**src/rtl/oflow_iou_sched_pkg.sv**
```systemverilog
// Shared types and constants for the optical-flow IoU scheduler.
// Holds FSM state codes, the all-ones cost constant and the history entry layout.
package oflow_iou_sched_pkg;

    localparam int IDX_W_D   = 4;
    localparam int BBOX_W_D  = 44;
    localparam int DIM_W_D   = 11;
    localparam int IOU_LEN_D = 22;

    localparam logic [2:0] S_IDLE  = 3'd0;
    localparam logic [2:0] S_FETCH = 3'd1;
    localparam logic [2:0] S_LOAD  = 3'd2;
    localparam logic [2:0] S_ISSUE = 3'd3;
    localparam logic [2:0] S_WAIT  = 3'd4;
    localparam logic [2:0] S_CMP   = 3'd5;
    localparam logic [2:0] S_DONE  = 3'd6;

    localparam logic [IOU_LEN_D-1:0] COST_MAX = '1;

    typedef struct packed {
        logic [BBOX_W_D-1:0] bbox;
        logic [DIM_W_D-1:0]  w;
        logic [DIM_W_D-1:0]  h;
    } hist_entry_t;

endpackage

```
**src/rtl/oflow_iou_best_tracker.sv**
```systemverilog
// Keeps the lowest accepted IoU cost and its history index.
// Ports: clear (restart search), update (candidate present), idx/cost (candidate),
// thresh (acceptance ceiling), best_idx/best_cost/found (registered result).
module oflow_iou_best_tracker #(
    parameter int IDX_W   = 4,
    parameter int IOU_LEN = 22
) (
    input  logic               clk,
    input  logic               reset_N,
    input  logic               clear,
    input  logic               update,
    input  logic [IDX_W-1:0]   idx,
    input  logic [IOU_LEN-1:0] cost,
    input  logic [IOU_LEN-1:0] thresh,
    output logic [IDX_W-1:0]   best_idx,
    output logic [IOU_LEN-1:0] best_cost,
    output logic               found
);

    logic accept;

    // Strict less-than: on a tie the earlier (lower) index is kept.
    assign accept = update && (cost < best_cost) && (cost <= thresh);

    always_ff @(posedge clk or negedge reset_N) begin
        if (!reset_N) begin
            best_idx  <= '0;
            best_cost <= '1;
            found     <= 1'b0;
        end else if (clear) begin
            best_idx  <= '0;
            best_cost <= '1;
            found     <= 1'b0;
        end else if (accept) begin
            best_idx  <= idx;
            best_cost <= cost;
            found     <= 1'b1;
        end
    end

endmodule

```
**src/rtl/oflow_iou_scheduler.sv**
```systemverilog
// Sequences the shared IoU-cost unit over the history bboxes of one frame-k bbox
// and reports the lowest-cost match.
// Ports: start/num_hist/bbox_k/w_k/h_k request; hist_rd_* history RF read
// (1-cycle latency); iou_* IoU unit operands, start and result; busy/done and
// best_idx/best_cost/no_match/timeout_err result. All outputs are registered.
// Option: OFLOW_IOU_SCHED_THRESH_EN adds cost_thresh, an acceptance ceiling.
module oflow_iou_scheduler
    import oflow_iou_sched_pkg::*;
#(
    parameter int MAX_HIST = 16,
    parameter int IDX_W    = 4,
    parameter int BBOX_W   = 44,
    parameter int DIM_W    = 11,
    parameter int IOU_LEN  = 22,
    parameter int TIMEOUT  = 32
) (
    input  logic               clk,
    input  logic               reset_N,
`ifdef OFLOW_IOU_SCHED_THRESH_EN
    input  logic [IOU_LEN-1:0] cost_thresh,
`endif
    input  logic               start,
    input  logic [IDX_W:0]     num_hist,
    input  logic [BBOX_W-1:0]  bbox_k,
    input  logic [DIM_W-1:0]   w_k,
    input  logic [DIM_W-1:0]   h_k,
    output logic               hist_rd_en,
    output logic [IDX_W-1:0]   hist_rd_addr,
    input  logic [BBOX_W-1:0]  hist_rd_bbox,
    input  logic [DIM_W-1:0]   hist_rd_w,
    input  logic [DIM_W-1:0]   hist_rd_h,
    output logic               iou_start,
    output logic [BBOX_W-1:0]  iou_bbox_k,
    output logic [DIM_W-1:0]   iou_w_k,
    output logic [DIM_W-1:0]   iou_h_k,
    output logic [BBOX_W-1:0]  iou_bbox_hist,
    output logic [DIM_W-1:0]   iou_w_hist,
    output logic [DIM_W-1:0]   iou_h_hist,
    input  logic               iou_valid,
    input  logic [IOU_LEN-1:0] iou_cost,
    output logic               busy,
    output logic               done,
    output logic [IDX_W-1:0]   best_idx,
    output logic [IOU_LEN-1:0] best_cost,
    output logic               no_match,
    output logic               timeout_err
);

    localparam int CNT_W = $clog2(TIMEOUT) + 1;
    localparam logic [CNT_W-1:0] WAIT_LAST = CNT_W'(TIMEOUT - 1);
    localparam logic [IDX_W:0]   HIST_LIM  = (IDX_W + 1)'(MAX_HIST);

    logic [2:0]         state;
    logic [IDX_W:0]     idx;
    logic [IDX_W:0]     idx_inc;
    logic [IDX_W:0]     num_q;
    logic [CNT_W-1:0]   wcnt;
    logic [IOU_LEN-1:0] cost_q;
    hist_entry_t        hist_q;
    logic               found;
    logic               trk_clear;
    logic               trk_update;
    logic [IOU_LEN-1:0] thresh;

`ifdef OFLOW_IOU_SCHED_THRESH_EN
    assign thresh = cost_thresh;
`else
    assign thresh = '1;
`endif

    // idx is one bit wider than the address so num_hist = MAX_HIST ends cleanly.
    assign idx_inc    = idx + {{IDX_W{1'b0}}, 1'b1};
    assign trk_clear  = (state == S_IDLE) && start;
    assign trk_update = (state == S_CMP);

    assign iou_bbox_hist = hist_q.bbox;
    assign iou_w_hist    = hist_q.w;
    assign iou_h_hist    = hist_q.h;

    always_ff @(posedge clk or negedge reset_N) begin
        if (!reset_N) begin
            state        <= S_IDLE;
            idx          <= '0;
            num_q        <= '0;
            wcnt         <= '0;
            cost_q       <= '0;
            hist_q       <= '0;
            hist_rd_en   <= 1'b0;
            hist_rd_addr <= '0;
            iou_start    <= 1'b0;
            iou_bbox_k   <= '0;
            iou_w_k      <= '0;
            iou_h_k      <= '0;
            busy         <= 1'b0;
            done         <= 1'b0;
            no_match     <= 1'b0;
            timeout_err  <= 1'b0;
        end else begin
            hist_rd_en <= 1'b0;
            iou_start  <= 1'b0;
            done       <= 1'b0;
            case (state)
                S_IDLE: begin
                    if (start) begin
                        num_q       <= (num_hist > HIST_LIM) ? HIST_LIM : num_hist;
                        iou_bbox_k  <= bbox_k;
                        iou_w_k     <= w_k;
                        iou_h_k     <= h_k;
                        idx         <= '0;
                        timeout_err <= 1'b0;
                        no_match    <= 1'b0;
                        busy        <= 1'b1;
                        if (num_hist == '0) begin
                            state <= S_DONE;
                        end else begin
                            state        <= S_FETCH;
                            hist_rd_en   <= 1'b1;
                            hist_rd_addr <= '0;
                        end
                    end
                end
                // Read strobe is raised on entry, so FETCH only decides
                // whether the list is exhausted.
                S_FETCH: begin
                    state <= (idx == num_q) ? S_DONE : S_LOAD;
                end
                S_LOAD: begin
                    hist_q    <= {hist_rd_bbox, hist_rd_w, hist_rd_h};
                    iou_start <= 1'b1;
                    state     <= S_ISSUE;
                end
                S_ISSUE: begin
                    wcnt  <= '0;
                    state <= S_WAIT;
                end
                S_WAIT: begin
                    if (iou_valid) begin
                        cost_q <= iou_cost;
                        state  <= S_CMP;
                    end else if (wcnt == WAIT_LAST) begin
                        timeout_err <= 1'b1;
                        state       <= S_DONE;
                    end else begin
                        wcnt <= wcnt + 1'b1;
                    end
                end
                S_CMP: begin
                    idx   <= idx_inc;
                    state <= S_FETCH;
                    if (idx_inc != num_q) begin
                        hist_rd_en   <= 1'b1;
                        hist_rd_addr <= idx_inc[IDX_W-1:0];
                    end
                end
                S_DONE: begin
                    done     <= 1'b1;
                    busy     <= 1'b0;
                    no_match <= ~found;
                    state    <= S_IDLE;
                end
                default: state <= S_IDLE;
            endcase
        end
    end

    oflow_iou_best_tracker #(
        .IDX_W   (IDX_W),
        .IOU_LEN (IOU_LEN)
    ) u_best (
        .clk       (clk),
        .reset_N   (reset_N),
        .clear     (trk_clear),
        .update    (trk_update),
        .idx       (idx[IDX_W-1:0]),
        .cost      (cost_q),
        .thresh    (thresh),
        .best_idx  (best_idx),
        .best_cost (best_cost),
        .found     (found)
    );

endmodule

```
**config.mk**
```make
export PLATFORM = sky130hd
export DESIGN_NAME = oflow_iou_scheduler
export DESIGN_NICKNAME = d
export VERILOG_FILES = /design/src/rtl/oflow_iou_sched_pkg.sv /design/src/rtl/oflow_iou_best_tracker.sv /design/src/rtl/oflow_iou_scheduler.sv
export SDC_FILE = /design/constraint.sdc
export NUM_CORES = 1
export LEC_CHECK = 0
export BUFFER_PORTS_ARGS = -buffer_cell sky130_fd_sc_hd__buf_2
export CORE_ASPECT_RATIO = 1.25
export CORE_MARGIN = 10
export CORE_UTILIZATION = 29
export DETAILED_ROUTE_END_ITERATION = 10
export PLACE_DENSITY = 0.64
export RECOVER_POWER = 25
export SLEW_MARGIN = 10
export SYNTH_ARGS = -nofsm -noshare
export SYNTH_HDL_FRONTEND = slang
export SYNTH_SLANG_ARGS = --single-unit
```
**constraint.sdc**
```tcl
create_clock -name clk -period 3 [get_ports clk]
set_input_delay 0.6 -clock clk [delete_from_list [all_inputs] [get_ports clk]]
set_output_delay 0.6 -clock clk [all_outputs]
set_load 0.01 [all_outputs]
```
# Word level (Yosys, flattened, before mapping)
# Index checks and enable logic that the tools add are counted.
# word_totals
ff_bits	210
wordCells	96
out_inout_bits	168
inputBits	163
# classes
bitwise	1
eq_ne	16
n_lt_le_gt_ge	3
n_reduce_logical	18
add_sub_neg	2
mux	35
# ops
operator	n
$mux 22	2
$le 22x22->1 const B	1
$lt 22x22->1	1
$mux 4	5
$pmux 3 s6	1
$mux 3	5
$mux 6	2
$ne 2x2->1 const B	6
$pmux 6 s2	1
$mux 1	11
$mux 5	2
$pmux 5 s2	1
$reduce_and 2->1	5
$reduce_bool 2->1	5
$eq 3x3->1 const B	3
$pmux 1 s2	4
$pmux 4 s2	1
$reduce_and 4->1	2
$add 6x1->6 const B	1
$eq 3x2->1 const B	2
$eq 6x5->1 const B	1
$add 5x1->5 const B	1
$eq 5x5->1	1
$gt 5x5->1 const B	1
other kinds (8)	10

# Longest topological paths before layout
# Gate-level depths: netlist of the first run.
# depth
depth_word	5
depth_mapped	10
mapped_depth_nobuf	8

# Modules after synthesis
# From an unflattened synthesis of the first run, not the netlist that was laid out.
# unflattened
cells_unflattened	884
area_unflattened_um2	9587.9
# by_module_without_submodules
mod	cells_per_inst	area_each_um2	n_inst	seq_area_each_um2
oflow_iou_scheduler	620	7255.7	1	4579.4
oflow_iou_best_tracker	264	2332.2	1	703.2

# Least setup slack after synthesis of the first run
# OpenSTA, ideal clock, no wires.
# synth_timing
path_type	register to register
from	register u_best.best_cost[11]
to	register u_best.best_idx[0]
required_time_ns	2.864
path_slack_ns	0.762
stages_incl_launch_ff	10
setup_ns	0.136
n_path_buf	2
t_arrival_ns	2.102
period_less_slack_ns	2.238
path_cell_list	dfstp_2 -> inv_1 -> ha_1 -> a21oi_1 -> o21ai_0 -> a2111o_1 -> buf_2 -> buf_6 -> o21ai_0 -> a21oi_1
# synth_via
elab_chain_cells	4
# synth_lines
item	line	source
start, declared	oflow_iou_best_tracker.sv:16	output logic [IOU_LEN-1:0] best_cost,
start signal, assigned	oflow_iou_best_tracker.sv:36	best_cost <= cost;
$lt 22x22->1	oflow_iou_best_tracker.sv:23	assign accept = update && (cost < best_cost) && (cost <= thresh);
$logic_and 1x1->1 (2 in series)	oflow_iou_best_tracker.sv:23	
$reduce_bool 2->1 (no line)	--	
end signal, assigned	oflow_iou_best_tracker.sv:35	best_idx <= idx;
end, declared	oflow_iou_best_tracker.sv:15	output logic [IDX_W-1:0] best_idx,
# No other way between the ends.
# A chain may end at the register's enable or synchronous reset.

# Worst setup path in the final report of the first run
# layout_timing
from	register u_best.best_cost[21]
to	register u_best.best_idx[0]
# The elaborated chain is that of the path after synthesis.

==> results.json, run 1 <==
{
  "outcome": "finished, violations left",
  "violations": "max-capacitance violations, max-slew violations",
  "multiInputGateArea_mm2": 0.00340,
  "internal_power_mw": 7.90,
  "grt_pass1_vias": 7482,
  "pwr-share-clk_pct": 23.9,
  "comb_power_share_pct": 36.3,
  "drc": 0,
  "synth-seq-cells": 210,
  "worstSkewPairLatency_ns": 0.52,
  "cts_buffers": 23,
  "ant_nets": 0,
  "dp_hpwl_mm": 20.1,
  "ys_types": 49,
  "cp-end-kind": "flip-flop",
  "fin_tns_setup_ns": 0,
  "hold_buffers": 0,
  "clockRootBuffer": "clkbuf_16",
  "critPathArrivalTime_ns": 3.20,
  "register_area_mm2": 0.00528,
  "place_area_mm2": 0.0111,
  "grt_usage_pct": 13.3,
  "fp-row-count": 72,
  "dp_slack_ns": 0.269,
  "p_seq_share_pct": 39.8,
  "ys_async_sr_fraction_pct": 100,
  "synth_area_mm2": 0.00899,
  "globalRouteOverflowTotal": 0,
  "cts_max_level": 1,
  "synth_ff_type": "dfrtp_1",
  "drtIter0Drc": 344,
  "post_cts_resized": 0,
  "synth_edf_count": 0,
  "cts_buffer_depth": 3,
  "slew_viol_final": 78,
  "gp_congestion": 0.806,
  "cts_tree": "done",
  "vias_per_cell": 4.51,
  "grt_pass1_wl_mm": 41.5,
  "postCtsSetupBuffers": 0,
  "cp.required_ns": 3.43,
  "netlist_instances": 822,
  "maxCapViolCount": 1,
  "yosysWarnings": 0,
  "antenna_found_initial": 6,
  "cts_num_sinks": 210,
  "syn_avg_cell_area_um2": 10.9,
  "peakVddDrop_mv": 0.465,
  "slew_headroom_pct": -37.6,
  "total_power_mw": 12.3,
  "final_nets": 1333,
  "io_pins": 331,
  "numPortBuffers": 330,
  "fp.dieH_um": 217,
  "leakagePower_nw": 6.14,
  "finalSetupViolations": 0,
  "start_util_pct": 29.2,
  "ys_seq_area_share_pct": 58.8,
  "hp-class": "in -> reg",
  "via_count": 7088,
  "pwr_density_cell_mw_per_mm2": 1030,
  "clk_pin_slew_ns": 0.06,
  "nFillCells": 3071,
  "fin_crit_sh_pct": 92.4,
  "worst_pin_slew_ns": 2.06,
  "finClkSkew_ns": 0.0227,
  "worstPathMaxFanout": 26,
  "p_switching_mw": 4.36,
  "drtPass1Iterations": 4,
  "final_area_mm2": 0.0119,
  "core_mm2": 0.0308,
  "grt_max_degree": 80,
  "rsz0062_at_grt": "false",
  "critical_path_class": "reg -> reg",
  "drive_gt1_share_pct": 43.3,
  "syn_nets": 1008,
  "swShare_pct": 35.6,
  "worst_slack_ns": 0.228,
  "fin_hold_ws_ns": 0.267,
  "die_area_mm2": 0.0385,
  "hold_violations": 0,
  "startpoint_type": "flip-flop",
  "max_freq_ghz": 0.361,
  "timing.final.crit_period_ns": 2.77,
  "wl_per_cell_um": 17.1,
  "syn_to_final_growth_pct": 32.4,
  "routed_wl_mm": 26.8,
  "fp.dieW_um": 177
}
-- synthesized netlist by cell type (2+ instances only) --
cell type  instances  area [µm²]
nand2_1          231         867
dfrtp_1          188        4700
mux2_2            89        1000
a21oi_1           42         210
nor3_1            28         140
ha_1              23         288
inv_1             23        86.3
dfstp_2           22         578
nor2_1            22        82.6
o21ai_0           19        95.1
clkbuf_1          17        63.8
buf_2             16        80.1
o21ai_1           16        80.1
nand3_1           10        50.1
xnor2_1            8        70.1
xor2_1             7        61.3
buf_1              6        22.5
buf_6              6        67.6
nand3b_1           6        45.0
mux2i_1            5        50.1
nand4_1            5        31.3
a22o_1             3        26.3
a211oi_1           2        15.0
nor3b_1            2        15.0
or3_1              2        12.5
-- power by group through the flow --
stage	clock network (mW)	logic [mW]	registers (mW)
CTS	3.02	4.56	4.89
detailed placement	0	4.57	4.90
floorplan	0	2.27	5.24
finish	2.93	4.45	4.89
global route	3.13	4.95	5.07
global placement	0	4.46	4.87
-- sequential cells by signal, indices dropped and copies added, names as in the netlist, 4 cells and up --
name              count
iou_bbox_k           44
iou_h_hist           11
iou_bbox_hist        44
wcnt                  6
u_best.best_cost     22
hist_rd_addr          4
iou_w_k              11
num_q                 5
idx                   5
iou_h_k              11
u_best.best_idx       4
cost_q               22
iou_w_hist           11
-- area by class of cell --
cell class / count / share of cell area [%]
repair buffers: 346 / 15.3
clock buffers: 35 / 5.89
clock inverters: 6 / 0.747
inverters: 24 / 0.757
multi-input cells: 542 / 28.6
well taps: 407 / 4.28
flip-flops and latches: 210 / 44.4
diodes: 2 / 0.0421
-- layer usage --
| layer | global-route usage [%] | wire length (µm) | part of all wire (%) | vias up |
|---|---|---|---|---|
| met5 | 0 | 34 | 0.13 | - |
| met3 | 4.30 | 2480 | 9.2 | 39 |
| met4 | 3.42 | 496 | 1.8 | 4 |
| met1 | 15.6 | 10400 | 39 | 3399 |
| li1 | - | - | - | 3408 |
| met2 | 22.9 | 13400 | 50 | 238 |
-- layout by cell type (no fill, tap or decap), drive strengths merged, types with 23 or more instances in the layout --
master,Yosys,final
a21oi,42,42
buf,29,344
clkbuf,17,37
dfrtp,188,188
ha,23,23
inv,24,25
mux2,89,89
nand2,231,231
nor3,29,29
o21ai,35,35
-- logic make-up (layout without fill, tap and decap cells) --
kind of cell | count (synthesis) | count (layout) | share of synthesized area [%]
adder cells (fa/ha/maj) | 23 | 23 | 3.20
flip-flops | 210 | 210 | 58.8
XOR/XNOR | 15 | 15 | 1.46
AO/OA/AOI/OAI | 95 | 95 | 6.46
buffers and inverters | 70 | 411 | 3.69
multiplexers | 94 | 94 | 11.7
AND/OR/NAND/NOR | 315 | 315 | 14.7
other | 0 | 2 | 0
-- final timing paths --
check	startpoint	endpoint	slack (ns)	cells past startpoint
worst max register to register	u_best.best_cost[21]	u_best.best_idx[0]	0.23	7
min in group asynchronous	reset_N	cost_q[5]	0.66	1
max in group asynchronous	reset_N	iou_bbox_hist[42]	0.53	2
worst min-delay path	bbox_k[27]	iou_bbox_k[27]	0.27	3
worst max-delay path	u_best.best_cost[21]	u_best.best_idx[0]	0.23	7
worst min register to register	iou_bbox_k[33]	iou_bbox_k[33]	0.47	2
-- through the flow --
step           utilization, %  std cells
6_report                 38.6       1572
4_1_cts                  38.7       1570
3_5_place_dp             36.1       1529
2_1_floorplan               -        822
3_3_place_gp             36.1       1529
5_1_grt                  38.6       1571
-- critical path, cell delays in order (launching register included) --
cell	delay, ns
dfstp_2	0.54
inv_1	0.04
ha_1	0.30
nand4_1	0.18
nor3_1	0.43
a2111o_1	0.76
o21ai_0	0.24
a21oi_1	0.18
Note: power is estimated with default switching activity, not from simulation.
==> inputs of run 2 (changes only) <==
--- a/config.mk
+++ b/config.mk
@@ -12,6 +12,7 @@
 export DETAILED_ROUTE_END_ITERATION = 10
 export PLACE_DENSITY = 0.64
 export RECOVER_POWER = 25
+export SETUP_SLACK_MARGIN = 0.5
 export SLEW_MARGIN = 10
 export SYNTH_ARGS = -nofsm -noshare
 export SYNTH_HDL_FRONTEND = slang
==> results.json, run 2 (synthesis gave the netlist of run 1 again) <==
{
  "startpoint_type": "flip-flop",
  "numPortBuffers": 330,
  "crit_path_frequent_cell": "buf_4",
  "leakagePower_nw": 6.16,
  "cts_buffer_depth": 3,
  "worstSkewPairLatency_ns": 0.52,
  "vias_per_cell": 4.56,
  "p_seq_share_pct": 39.8,
  "cts_tree": "done",
  "fp.dieH_um": 217,
  "routed_wl_mm": 26.9,
  "violations": "max-capacitance violations, max-slew violations",
  "place_inst": 1529,
  "grt_usage_pct": 13.3,
  "ant_nets": 0,
  "slew_viol_final": 77,
  "fin_util_pct": 38.8,
  "drtIter0Drc": 332,
  "cts_buffers": 23,
  "maxCapViolCount": 1,
  "cp.required_ns": 3.42,
  "timing.final.crit_period_ns": 2.39,
  "core_mm2": 0.0308,
  "crit_slowest_cell": "dfstp_2",
  "cts_num_sinks": 210,
  "drc": 0,
  "gp_congestion": 0.806,
  "cp-end-kind": "flip-flop",
  "worst_pin_slew_ns": 2.09,
  "final_nets": 1336,
  "critical_path_class": "reg -> reg",
  "total_power_mw": 12.3,
  "comb_power_share_pct": 36.4,
  "hp-class": "in -> reg",
  "finalNonFillerCells": 1575,
  "antenna_found_initial": 6,
  "fp-row-count": 72,
  "crit_chain": "inv_1 -> ha_1 -> nand4_1 -> nor3_2 -> buf_4 -> a2111oi_4 -> buf_4 -> a21oi_1 -> o21ai_0",
  "slowest_delay_ns": 0.54,
  "dp_hpwl_mm": 20.1,
  "final_common_cell": "buf_2",
  "timing.critical_path.buf_inv": 3,
  "critPathArrivalTime_ns": 2.81,
  "grt_pass1_vias": 7482,
  "finalSetupViolations": 0,
  "via_count": 7176,
  "rsz0062_at_grt": "true",
  "start_util_pct": 29.2,
  "fin_crit_sh_pct": 79.5,
  "drive_gt1_share_pct": 43.6,
  "internal_power_mw": 7.91,
  "worstPathMaxFanout": 13,
  "dp_slack_ns": 0.269,
  "max_freq_ghz": 0.419,
  "wl_per_cell_um": 17.1,
  "worst_slack_ns": 0.614,
  "cp_top_family": "compound AO/OA/AOI/OAI gates",
  "grt_max_degree": 80,
  "die_area_mm2": 0.0385,
  "slew_headroom_pct": -39.5,
  "io_pins": 331,
  "clk_pin_slew_ns": 0.06,
  "swShare_pct": 35.6,
  "cts_max_level": 1,
  "pwr_density_cell_mw_per_mm2": 1030,
  "clockRootBuffer": "clkbuf_16",
  "hold_violations": 0,
  "pwr-share-clk_pct": 23.8,
  "syn_to_final_growth_pct": 32.9,
  "peakVddDrop_mv": 0.464,
  "globalRouteOverflowTotal": 0,
  "grt_pass1_wl_mm": 41.5,
  "drtPass1Iterations": 4,
  "nFillCells": 3067,
  "p_switching_mw": 4.37,
  "fin_tns_setup_ns": 0,
  "finClkSkew_ns": 0.0230,
  "fp.dieW_um": 177,
  "final_cell_mix": "329 x buf_2, 231 x nand2_1, 188 x dfrtp_1, 89 x mux2_2, 42 x a21oi_1",
  "outcome": "finished, violations left"
}
run 2: changes by cell type in the layout (fill, tap and decap cells not counted):
cell,delta
a2111o_2,+2
buf_12,+1
clkbuf_2,-1
buf_4,+2
a2111o_1,-1
run 2: power groups by stage:
stage / clock network, mW / logic [mW] / registers [mW]
final: 2.92 / 4.47 / 4.88
after global placement: 0 / 4.46 / 4.87
after floorplan: 0 / 2.27 / 5.24
after detailed placement: 0 / 4.57 / 4.90
after CTS: 3.02 / 4.56 / 4.89
after global routing: 3.13 / 4.97 / 5.07
run 2: routing by layer:
| metal | part of all wire [%] | global-route usage [%] | routed length (µm) |
|---|---|---|---|
| met3 | 8.9 | 4.30 | 2390 |
| met1 | 40 | 15.6 | 10600 |
| met5 | 0.13 | 0 | 34 |
| met2 | 49 | 22.9 | 13300 |
| met4 | 2.1 | 3.42 | 559 |
run 2: worst paths after layout:
kind	startpoint	to	cells after the start	slack [ns]
hold reg to reg	iou_bbox_k[33]	iou_bbox_k[33]	2	0.47
max in group asynchronous	reset_N	u_best.best_idx[1]	1	1.07
setup / recovery	u_best.best_cost[19]	u_best.best_cost[2]	9	0.61
hold / removal	bbox_k[27]	iou_bbox_k[27]	3	0.27
min in group asynchronous	reset_N	cost_q[2]	1	0.67
setup reg to reg	u_best.best_cost[19]	u_best.best_cost[2]	9	0.61
run 2: repair_timing:
item	CTS	global route
cloned	0	1
hold buffers	0	0
setup buffers	0	2
pin swaps	0	2
resized for setup	1	1
endpoints found under the setup margin	26	26
run 2: final cells by class:
cell class | count | area, µm² | share of cell area [%]
Clock inverter | 6 | 88.8 | 0.744
Timing Repair Buffer | 348 | 1850 | 15.5
Antenna cell | 2 | 5.00 | 0.0419
Multi-Input combinational cell | 543 | 3420 | 28.6
Tap cell | 407 | 509 | 4.26
Sequential cell | 210 | 5280 | 44.2
Inverter | 24 | 90.1 | 0.754
Clock buffer | 35 | 701 | 5.87
run 2: metrics by stage:
step | area (µm²) | hold WS, ns
6_report | 11900 | 0.268
2_1_floorplan | 8990 | 0.304
3_5_place_dp | 11100 | 0.456
5_1_grt | 11900 | 0.244
4_1_cts | 11900 | 0.129
3_3_place_gp | 11100 | 0.452
run 2: worst reg2reg max path: cells and delay by family, from the launching register on:
family / cells / cell delay (ns)
compound gates: 3 / 0.69
simple gates: 2 / 0.26
buf+inv: 3 / 0.49
flops: 1 / 0.54
fa+ha+maj: 1 / 0.31
